$ cat config.mk
export PLATFORM = sky130hd
export DESIGN_NAME = core_gen2
export DESIGN_NICKNAME = d
export VERILOG_FILES = /design/src/rtl/core_gen2.sv
export SDC_FILE = /design/constraint.sdc
export NUM_CORES = 1
export LEC_CHECK = 0
export CAP_MARGIN = 20
export CORE_MARGIN = 10
export CORE_UTILIZATION = 30
export DETAILED_ROUTE_END_ITERATION = 8
export GPL_ROUTABILITY_DRIVEN = 0
export HOLD_SLACK_MARGIN = 0.05
export SLEW_MARGIN = 10
export SYNTH_ARGS = -nofsm -noshare
export SYNTH_HDL_FRONTEND = slang
export SYNTH_SLANG_ARGS = --single-unit
$ cat constraint.sdc
create_clock -name CLK -period 3.9 [get_ports CLK]
set_clock_uncertainty 0.15 [all_clocks]
set_input_delay 0.39 -clock CLK [delete_from_list [all_inputs] [get_ports CLK]]
set_output_delay 0.39 -clock CLK [all_outputs]
set_load 0.05 [all_outputs]
$ cat src/rtl/core_gen2.sv
// rtl/core_gen2.sv - parametrised accumulator core with carry, SUB/SHR and stalling I/O handshakes
//
// Executes one instruction per cycle. The instruction comes from an external PROM that is addressed by PC.
// Instruction format: {op[3:0], field[FIELD_W-1:0]}.
// Ports:
//   CLK, RST             clock (rising edge) and synchronous active-high reset
//   PC                   registered instruction address to the PROM
//   INSTR                current instruction, combinationally valid for PC
//   IN_DATA/IN_VALID     input port; IN_READY is high while an IN instruction is waiting
//   OUT_DATA/OUT_VALID   output port; OUT_DATA always shows ACC, OUT_VALID is high during OUT
//   OUT_READY            sink acceptance for OUT
module core_gen2 #(
  parameter int DATA_W  = 4,
  parameter int PC_W    = 7,
  parameter int REG_N   = 8,
  parameter int FIELD_W = 8
) (
  input  logic                 CLK,
  input  logic                 RST,
  output logic [PC_W-1:0]      PC,
  input  logic [FIELD_W+3:0]   INSTR,
  input  logic [DATA_W-1:0]    IN_DATA,
  input  logic                 IN_VALID,
  output logic                 IN_READY,
  output logic [DATA_W-1:0]    OUT_DATA,
  output logic                 OUT_VALID,
  input  logic                 OUT_READY
);

  localparam int REG_W = $clog2(REG_N);
  localparam logic [PC_W-1:0] PC_ONE = PC_W'(1);

  typedef enum logic [3:0] {
    OP_NOP  = 4'h0, OP_LDI = 4'h1, OP_LD  = 4'h2, OP_ST  = 4'h3,
    OP_ADD  = 4'h4, OP_ADDI = 4'h5, OP_SUB = 4'h6, OP_AND = 4'h7,
    OP_OR   = 4'h8, OP_XOR = 4'h9, OP_SHR = 4'hA, OP_IN  = 4'hB,
    OP_OUT  = 4'hC, OP_BRZ = 4'hD, OP_BRC = 4'hE, OP_JMP = 4'hF
  } op_t;

  logic [DATA_W-1:0] acc;
  logic              carry;
  logic [DATA_W-1:0] regs [REG_N];

  op_t               op;
  logic [FIELD_W-1:0] field;
  logic [DATA_W-1:0] imm;
  logic [PC_W-1:0]   tgt;
  logic [REG_W-1:0]  r_idx;
  logic [DATA_W-1:0] rd;

  logic [PC_W-1:0]   pc_nxt;
  logic [DATA_W-1:0] acc_nxt;
  logic              c_nxt;
  logic              reg_we;

  // Field bits above the widest decoded slice are don't-care.
  logic              unused_field;

  assign op     = op_t'(INSTR[FIELD_W+3:FIELD_W]);
  assign field  = INSTR[FIELD_W-1:0];
  assign imm    = field[DATA_W-1:0];
  assign tgt    = field[PC_W-1:0];
  assign r_idx  = field[REG_W-1:0];
  assign rd     = regs[r_idx];
  assign unused_field = &{1'b0, field};

  assign IN_READY  = !RST && (op == OP_IN);
  assign OUT_VALID = !RST && (op == OP_OUT);
  assign OUT_DATA  = acc;

  always_comb begin
    pc_nxt  = PC + PC_ONE;
    acc_nxt = acc;
    c_nxt   = carry;
    reg_we  = 1'b0;
    unique case (op)
      OP_NOP:  ;
      OP_LDI:  acc_nxt = imm;
      OP_LD:   acc_nxt = rd;
      OP_ST:   reg_we  = 1'b1;
      OP_ADD:  {c_nxt, acc_nxt} = {1'b0, acc} + {1'b0, rd};
      OP_ADDI: {c_nxt, acc_nxt} = {1'b0, acc} + {1'b0, imm};
      OP_SUB: begin
        acc_nxt = acc - rd;
        c_nxt   = (rd > acc);
      end
      OP_AND:  acc_nxt = acc & rd;
      OP_OR:   acc_nxt = acc | rd;
      OP_XOR:  acc_nxt = acc ^ rd;
      OP_SHR: begin
        acc_nxt = acc >> 1;
        c_nxt   = acc[0];
      end
      // I/O stalls hold PC until the handshake completes.
      OP_IN: begin
        if (IN_VALID) acc_nxt = IN_DATA;
        else          pc_nxt  = PC;
      end
      OP_OUT: begin
        if (!OUT_READY) pc_nxt = PC;
      end
      // Branch conditions look at ACC/C as left by the previous instruction.
      OP_BRZ:  if (acc == '0) pc_nxt = tgt;
      OP_BRC:  if (carry)     pc_nxt = tgt;
      OP_JMP:  pc_nxt = tgt;
      default: ;
    endcase
  end

  always_ff @(posedge CLK) begin
    if (RST) begin
      PC    <= '0;
      acc   <= '0;
      carry <= 1'b0;
      for (int i = 0; i < REG_N; i++) regs[i] <= '0;
    end else begin
      PC    <= pc_nxt;
      acc   <= acc_nxt;
      carry <= c_nxt;
      if (reg_we) regs[r_idx] <= acc;
    end
  end

endmodule
Yosys cells after proc, flatten, opt, wreduce, memory -nomap -nowiden
Memories as Yosys holds them, arrays and structs flattened.
Index checks and enable logic that the tools add are counted.
W data, S select, Z words.
{"block": "classes", "n_reduce_logical": 9, "muxes": 17, "n_lt_le_gt_ge": 1, "bitwise": 3, "add_sub_neg": 4, "n_eq_ne": 17}
{"op": "$pmux W4 S10", "count": 1}
{"op": "$pmux W7 S5", "count": 1}
{"op": "$eq A4 B4 Y1 const B", "count": 8}
{"op": "$mux W7", "count": 4}
{"op": "$eq A4 B3 Y1 const B", "count": 4}
{"op": "$add A4 B4 Y5", "count": 2}
{"op": "$reduce_bool A10 Y1", "count": 1}
{"op": "$eq A4 B2 Y1 const B", "count": 2}
{"op": "$mux W4", "count": 2}
{"op": "$add A7 B1 Y7 const B", "count": 1}
{"op": "$mux W1", "count": 7}
{"op": "$and A4 B4 Y4", "count": 1}
{"op": "$eq A4 B1 Y1 const B", "count": 1}
{"op": "$gt A4 B4 Y1", "count": 1}
{"op": "$logic_not A4 Y1", "count": 1}
{"op": "$ne A2 B2 Y1 const B", "count": 2}
{"op": "$or A4 B4 Y4", "count": 1}
{"op": "$pmux W1 S4", "count": 1}
{"op": "$reduce_and A2 Y1", "count": 2}
{"op": "$reduce_bool A4 Y1", "count": 1}
{"op": "$reduce_or A4 Y1", "count": 1}
{"op": "$sub A4 B4 Y4", "count": 1}
{"op": "$xor A4 B4 Y4", "count": 1}
{"op": "$mux W3", "count": 1}
{"op": "other kinds (2)", "count": 3}
{"block": "word_totals", "memories": 1, "ff_bits": 12, "output_inout_bits": 13, "mem_bits_rw": 32, "wordCells": 55}
{"memory": "regs", "words": 8, "width": 4, "rd": 1, "rd_clocked_by_memory_dff": 0, "wr": 8, "line": "42", "text": "logic [DATA_W-1:0] regs [REG_N];"}

Longest topological paths before layout
Gate-level depths: netlist of run 1.
{"block": "depth", "ltp_word": 7, "ltp_mapped": 14, "ltp_nobuf": 12}

Worst setup path before layout of run 1
OpenSTA, ideal clock, no wires.
{"block": "synth_timing", "path_type": "input port to flip-flop", "startpoint": "input INSTR[0]", "endpoint": "register carry", "setup_ns": 0.133, "n_path_buf": 2, "stages": 13, "t_arrival_ns": 2.576, "slack_ns": 1.041, "path_cell_list": "buf_6 > buf_2 > mux2_2 > o2bb2ai_1 > a21oi_2 > inv_1 > ha_1 > fa_1 > a21o_1 > a21oi_1 > nor2_1 > a211oi_1 > o32ai_1"}
{"block": "synth_between", "elab_chain_cells": 3, "word_cells_on_any_way": 5}
{"element": "from (decl)", "line": "21", "text": "input logic [FIELD_W+3:0] INSTR,"}
{"element": "$mem_v2 Z8 W4"}
{"element": "$add A4 B4 Y5 or $gt A4 B4 Y1 (tied branches)", "line": "81, 85"}
{"element": "$pmux W1 S4 (*)", "line": "76", "text": "unique case (op)"}
{"element": "to (signal assigned)", "line": "119", "text": "carry <= c_nxt;"}
{"element": "to (decl)", "line": "41", "text": "logic carry;"}
Every way passes the cells marked *; elsewhere a longest branch is shown, timed or not.
A chain may end at the register's enable or synchronous reset.

Worst setup path after layout of run 1
{"block": "layout_timing", "startpoint": "input INSTR[1]", "endpoint": "register acc[3] (netlist: OUT_DATA[3])"}
{"block": "layout_between", "elab_chain_cells": 3, "word_cells_on_any_way": 8}
{"element": "$mem_v2 Z8 W4"}
{"element": "$sub A4 B4 Y4 (tied with other cells)", "line": "84", "text": "acc_nxt = acc - rd;"}
{"element": "$pmux W4 S10 (*)", "line": "76"}
{"element": "to (signal assigned)", "line": "118", "text": "acc <= acc_nxt;"}
{"element": "to (decl)", "line": "40", "text": "logic [DATA_W-1:0] acc;"}
Marks and branches as above.

==> results of run 1 <==
-- power groups by stage --
| stage | clock network (mW) | registers [mW] | logic [mW] |
|---|---|---|---|
| after floorplan | 0 | 0.589 | 0.214 |
| after global placement | 0 | 0.555 | 0.370 |
| after detailed placement | 0 | 0.556 | 0.374 |
| after CTS | 0.297 | 0.545 | 0.377 |
| after global routing | 0.313 | 0.549 | 0.410 |
| final | 0.287 | 0.546 | 0.378 |
-- logic make-up after synthesis --
logic type,after synthesis,share of synthesized area
AOI/OAI and AO/OA,92,0.207
xor gates and xnor gates,3,0.00824
adders and majority gates,22,0.0934
buffers and inverters,47,0.0608
DFF,44,0.377
muxes,17,0.0643
and+or+nand+nor,113,0.189
-- registers in the layout (all words and copies together), names as in the netlist --
name	flops
regs	32
PC	7
OUT_DATA	4
carry	1
-- per-stage QoR --
| step | util | area, sq um | worst slack [ps] | instances |
|---|---|---|---|---|
| after floorplan | - | 3190 | 1040 | 338 |
| after global routing | 0.367 | 3790 | 405 | 509 |
| final | 0.367 | 3790 | 474 | 509 |
| after detailed placement | 0.359 | 3700 | 258 | 501 |
| after global placement | 0.359 | 3700 | 251 | 501 |
| after CTS | 0.367 | 3790 | 554 | 509 |
-- worst max-delay path: cells and delay by family --
| kind | cells | cell delay, ps |
|---|---|---|
| AND/OR/NAND/NOR | 4 | 890 |
| adder cells (fa/ha/maj) | 1 | 350 |
| AO/OA/AOI/OAI | 4 | 990 |
| buffers and inverters | 3 | 890 |
-- metal layers --
layer  global-route usage  share of wire
met5                    0              0
met4               0.0408          0.019
met3               0.0228          0.055
met2                0.202           0.48
met1                0.157           0.45
-- synth_stat cells (4+ instances only) --
library cell	count	area share
a211oi_1	6	0.014
a21o_1	5	0.012
a21oi_1	19	0.030
a22oi_1	4	0.0094
buf_2	8	0.013
clkbuf_1	11	0.013
dfxtp_1	12	0.075
edfxtp_1	32	0.30
ha_1	19	0.075
inv_1	19	0.022
mux2_2	4	0.014
mux2i_1	10	0.031
nand2_1	14	0.016
nand2b_1	10	0.020
nand3_1	13	0.020
nor2_1	12	0.014
nor2b_1	6	0.012
nor3_1	30	0.047
nor4_1	10	0.020
o21ai_0	8	0.013
o21bai_1	6	0.014
o221ai_1	5	0.014
or4_1	4	0.0094
-- final timing paths --
path,start,endpoint
setup / recovery,INSTR[1],OUT_DATA[3]
hold / removal,PC[6],PC[6]
setup reg to reg,regs[3][2],OUT_DATA[3]
hold reg to reg,PC[6],PC[6]
-- area by class of cell --
| class | instances | area (sq um) |
|---|---|---|
| clock buffer | 5 | 68.8 |
| multi-input combinational | 247 | 1790 |
| clock inverter | 3 | 18.8 |
| timing repair buffer | 49 | 445 |
| fill | 1021 | 6530 |
| inverter | 25 | 93.8 |
| tap | 136 | 170 |
| sequential | 44 | 1200 |
==> results.toml, run 1 <==
[floorplan]
coreArea_sq_um = 10300
start_util = 0.309
pin_count = 33
num_rows = 37
die_height_microns = 123
dieArea_sq_um = 15200
die_x_microns = 123

[timing]
setup-violations-final = 0
max-slew-margin-rel = 0.492
tightestPinTransition_ps = 743
post-route-min-period_ps = 3430
fmax_ghz = 0.292
fin_setup_tns_ps = 0
period_share = 0.878
maxSlewViolCount = 0
rsz0062_at_grt = "false"
hold_ws_ps = 366
final_hold_viol_count = 0

[detailed_routing]
routed_wirelength_microns = 9430
ant_nets = 0
firstDrtPassIters = 4
vias_per_cell = 5.57
wl_per_cell_microns = 18.5
drt_iter0_drc = 245
via_count = 2837
drcViolationCount = 0

[yosys]
yosysWarnings = 0
synth-edff-count = 32
ys_seq_area_frac = 0.377
synth_flop_cell = "edfxtp_1"
synth_cell_type_count = 63
synthArstFlopShare = 0
ys_seq_elements = 44
synth.avg_cell_area_sq_um = 9.44
netlist_area_sq_um = 3190
synth_nets = 380
synth_cells = 338

[final_layout]
final_cell_mix = "edfxtp_1 (32), clkdlybuf4s50_1 (31), nor3_1 (30)"
drive_gt1_frac = 0.115
final_nets = 414
diodes = 0
syn2layout_area_growth_pct = 18.9
mostFrequentLayoutCell = "edfxtp_1"

[grt]
grt_use_total = 0.122
grt_pass1_wl_microns = 14800
gr-total-overflow = 0
grt_pass1_vias = 2829
grt_max_degree = 21
antenna_found_initial = 0

[cts]
cts-root-buf = "clkbuf_8"
cts-hold-fix-buffers = 0
clock_latency_ps = 290
htreeDepth = 2
cts_tree = "yes"
cts_buffers = 5
cts_resized = 0
cts.sinks = 44
clockBufferDepth = 2
clk_pin_slew_ps = 90
post_cts_buffers = 0

[power_and_ir_drop]
p_int_mw = 0.794
pwr-share-seq = 0.450
switching_power_mw = 0.418
power_mw = 1.21
powerDensity_nw_per_um2 = 319
ir_drop_mv = 0.142
sw_frac_of_total = 0.345
p_leak_nw = 1.40
pwr-share-clk = 0.237
p_comb_frac = 0.312

[setup_path]
end_kind = "flop"
critPathRequiredTime_ps = 3990
r2r_slack_ps = 920
r2r_cells = 10
worstPathArrival_ps = 3520
startpoint_type = "input port"
cp_cell_sequence = "clkdlybuf4s50_1, buf_4, nand2b_1, o221ai_1, a22o_1, inv_1, ha_1, nor3_1, or4_1, a211oi_1, o31ai_1, nand3_1"
slowest_delay_ps = 530
cp_slowest_cell = "clkdlybuf4s50_1"
critPathKind = "input port to flop"
worstPathMaxFanout = 14

[worst_hold_path]
hold_depth = 2
hp-class = "flop to flop"

[outcome]
status = "finished clean"

[place]
port_buffers = 31
dp_hpwl_microns = 6970

[run]
drv_cap = 0
Note: power is estimated with default switching activity, not from simulation.
==> run 2: changes to the inputs <==
--- a/config.mk
+++ b/config.mk
@@ -9,7 +9,7 @@
 export CORE_MARGIN = 10
 export CORE_UTILIZATION = 30
 export DETAILED_ROUTE_END_ITERATION = 8
-export GPL_ROUTABILITY_DRIVEN = 0
+export GPL_ROUTABILITY_DRIVEN = 1
 export HOLD_SLACK_MARGIN = 0.05
 export SLEW_MARGIN = 10
 export SYNTH_ARGS = -nofsm -noshare
==> results.toml, run 2 (synthesis gave the netlist of run 1 again) <==
[floorplan]
start_util = 0.309
die_height_microns = 123
num_rows = 37
die_x_microns = 123
coreArea_sq_um = 10300
dieArea_sq_um = 15200
pin_count = 33

[power_and_ir_drop]
switching_power_mw = 0.409
p_int_mw = 0.796
p_comb_frac = 0.317
sw_frac_of_total = 0.340
pwr-share-seq = 0.452
ir_drop_mv = 0.141
powerDensity_nw_per_um2 = 318
p_leak_nw = 1.40
pwr-share-clk = 0.231

[final_layout]
final_cell_mix = "edfxtp_1 (32), clkdlybuf4s50_1 (31), nor3_1 (30)"
seq_area_sq_um = 1200
diodes = 0
syn2layout_area_growth_pct = 19.0
fin_area_sq_um = 3790
final_nets = 413
fillCellCount = 1033
largest_reg_flops = 32
mostFrequentLayoutCell = "edfxtp_1"
drive_gt1_frac = 0.113
multi_input_area_sq_um = 1790
regMostFlops = "regs"

[grt]
gr-total-overflow = 0
grt_use_total = 0.125
antenna_found_initial = 0
grt_max_degree = 20
grt_pass1_wl_microns = 15100
grt_pass1_vias = 2848

[detailed_routing]
ant_nets = 0
firstDrtPassIters = 5
wl_per_cell_microns = 18.8
vias_per_cell = 5.55
via_count = 2821
drcViolationCount = 0
drt_iter0_drc = 249
routed_wirelength_microns = 9550

[cts]
cts-hold-fix-buffers = 0
clockBufferDepth = 2
cts_tree = "yes"
cts-root-buf = "clkbuf_8"
cts_resized = 0
htreeDepth = 2
cts_buffers = 5
clk_pin_slew_ps = 80
clock_latency_ps = 300
post_cts_buffers = 0
cts.sinks = 44

[place]
dp_hpwl_microns = 7050
placed_area_sq_um = 3710
port_buffers = 31
place_congestion = 0.926

[setup_path]
cp_slowest_cell = "clkdlybuf4s50_1"
critPathKind = "input port to flop"
worstPathMaxFanout = 8
end_kind = "flop"
startpoint_type = "input port"
worstPathArrival_ps = 3400
cp_cell_sequence = "clkdlybuf4s50_1, buf_4, nand2b_1, o221ai_1, a21oi_2, inv_1, ha_1, fa_1, a21o_1, a21oi_1, nor2_1, a211oi_1, o32ai_1"
slowest_delay_ps = 600
critPathRequiredTime_ps = 3900

[timing]
fmax_ghz = 0.295
setup-violations-final = 0
post-route-min-period_ps = 3390
period_share = 0.870
max-slew-margin-rel = 0.533
rsz0062_at_grt = "false"
tightestPinTransition_ps = 683
final_hold_viol_count = 0
fin_setup_tns_ps = 0
maxSlewViolCount = 0

[run]
drv_cap = 0

[outcome]
status = "finished clean"

[worst_hold_path]
hp-class = "flop to flop"
-- run 2: cell types whose count changed in the layout (fill, tap and decap cells not counted) --
| cell | before | now |
|---|---|---|
| buf_4 | 18 | 16 |
| buf_12 | 0 | 1 |
| clkbuf_1 | 0 | 1 |
| clkinv_1 | 4 | 3 |
| clkinv_2 | 0 | 1 |
| clkinvlp_4 | 2 | 1 |
-- run 2: final cells by class --
type | count | share of cell area
clock buffers | 6 | 0.0191
clock inverters | 2 | 0.00330
inverters | 25 | 0.0247
multi-input cells | 247 | 0.473
flip-flops and latches | 44 | 0.317
well taps | 136 | 0.0448
repair buffers | 48 | 0.119
-- run 2: critical path, delay by kind of cell --
family,cells,cell delay [ps]
AND/OR/NAND/NOR,2,260
AO/OA/AOI/OAI,6,1160
adder cells (fa/ha/maj),2,670
buffers and inverters,3,900
-- run 2: path summary, 6_finish.rpt --
path	startpoint	end	slack (ps)	cells after the start
setup / recovery	INSTR[1]	carry	510	13
hold / removal	PC[6]	PC[6]	360	2
setup reg to reg	regs[3][2]	OUT_DATA[3]	950	10
hold reg to reg	PC[6]	PC[6]	360	2
-- run 2: power by group through the flow --
| stage | clock network, mW | registers [mW] | logic, mW |
|---|---|---|---|
| after detailed placement | 0 | 0.556 | 0.377 |
| final | 0.278 | 0.545 | 0.381 |
| after global placement | 0 | 0.555 | 0.373 |
| after floorplan | 0 | 0.589 | 0.214 |
| after CTS | 0.287 | 0.545 | 0.379 |
| after global routing | 0.307 | 0.548 | 0.414 |
-- run 2: per-layer routing --
layer,global-route usage,up-vias,wire length [microns]
met2,0.206,93,4530
met4,0.0451,0,148
li1,-,1353,-
met5,0,-,0
met1,0.162,1364,4340
met3,0.0219,11,524
-- run 2: metrics by stage --
stage               total power [mW]   util  setup WS [ps]  instances  hold slack (ps)
global placement               0.929  0.359            240        500              341
detailed placement             0.933  0.359            241        500              350
finish                          1.20  0.368            508        508              360
global route                    1.27  0.368            355        508              408
floorplan                      0.803      -           1040        338              410
CTS                             1.21  0.368            546        508              365
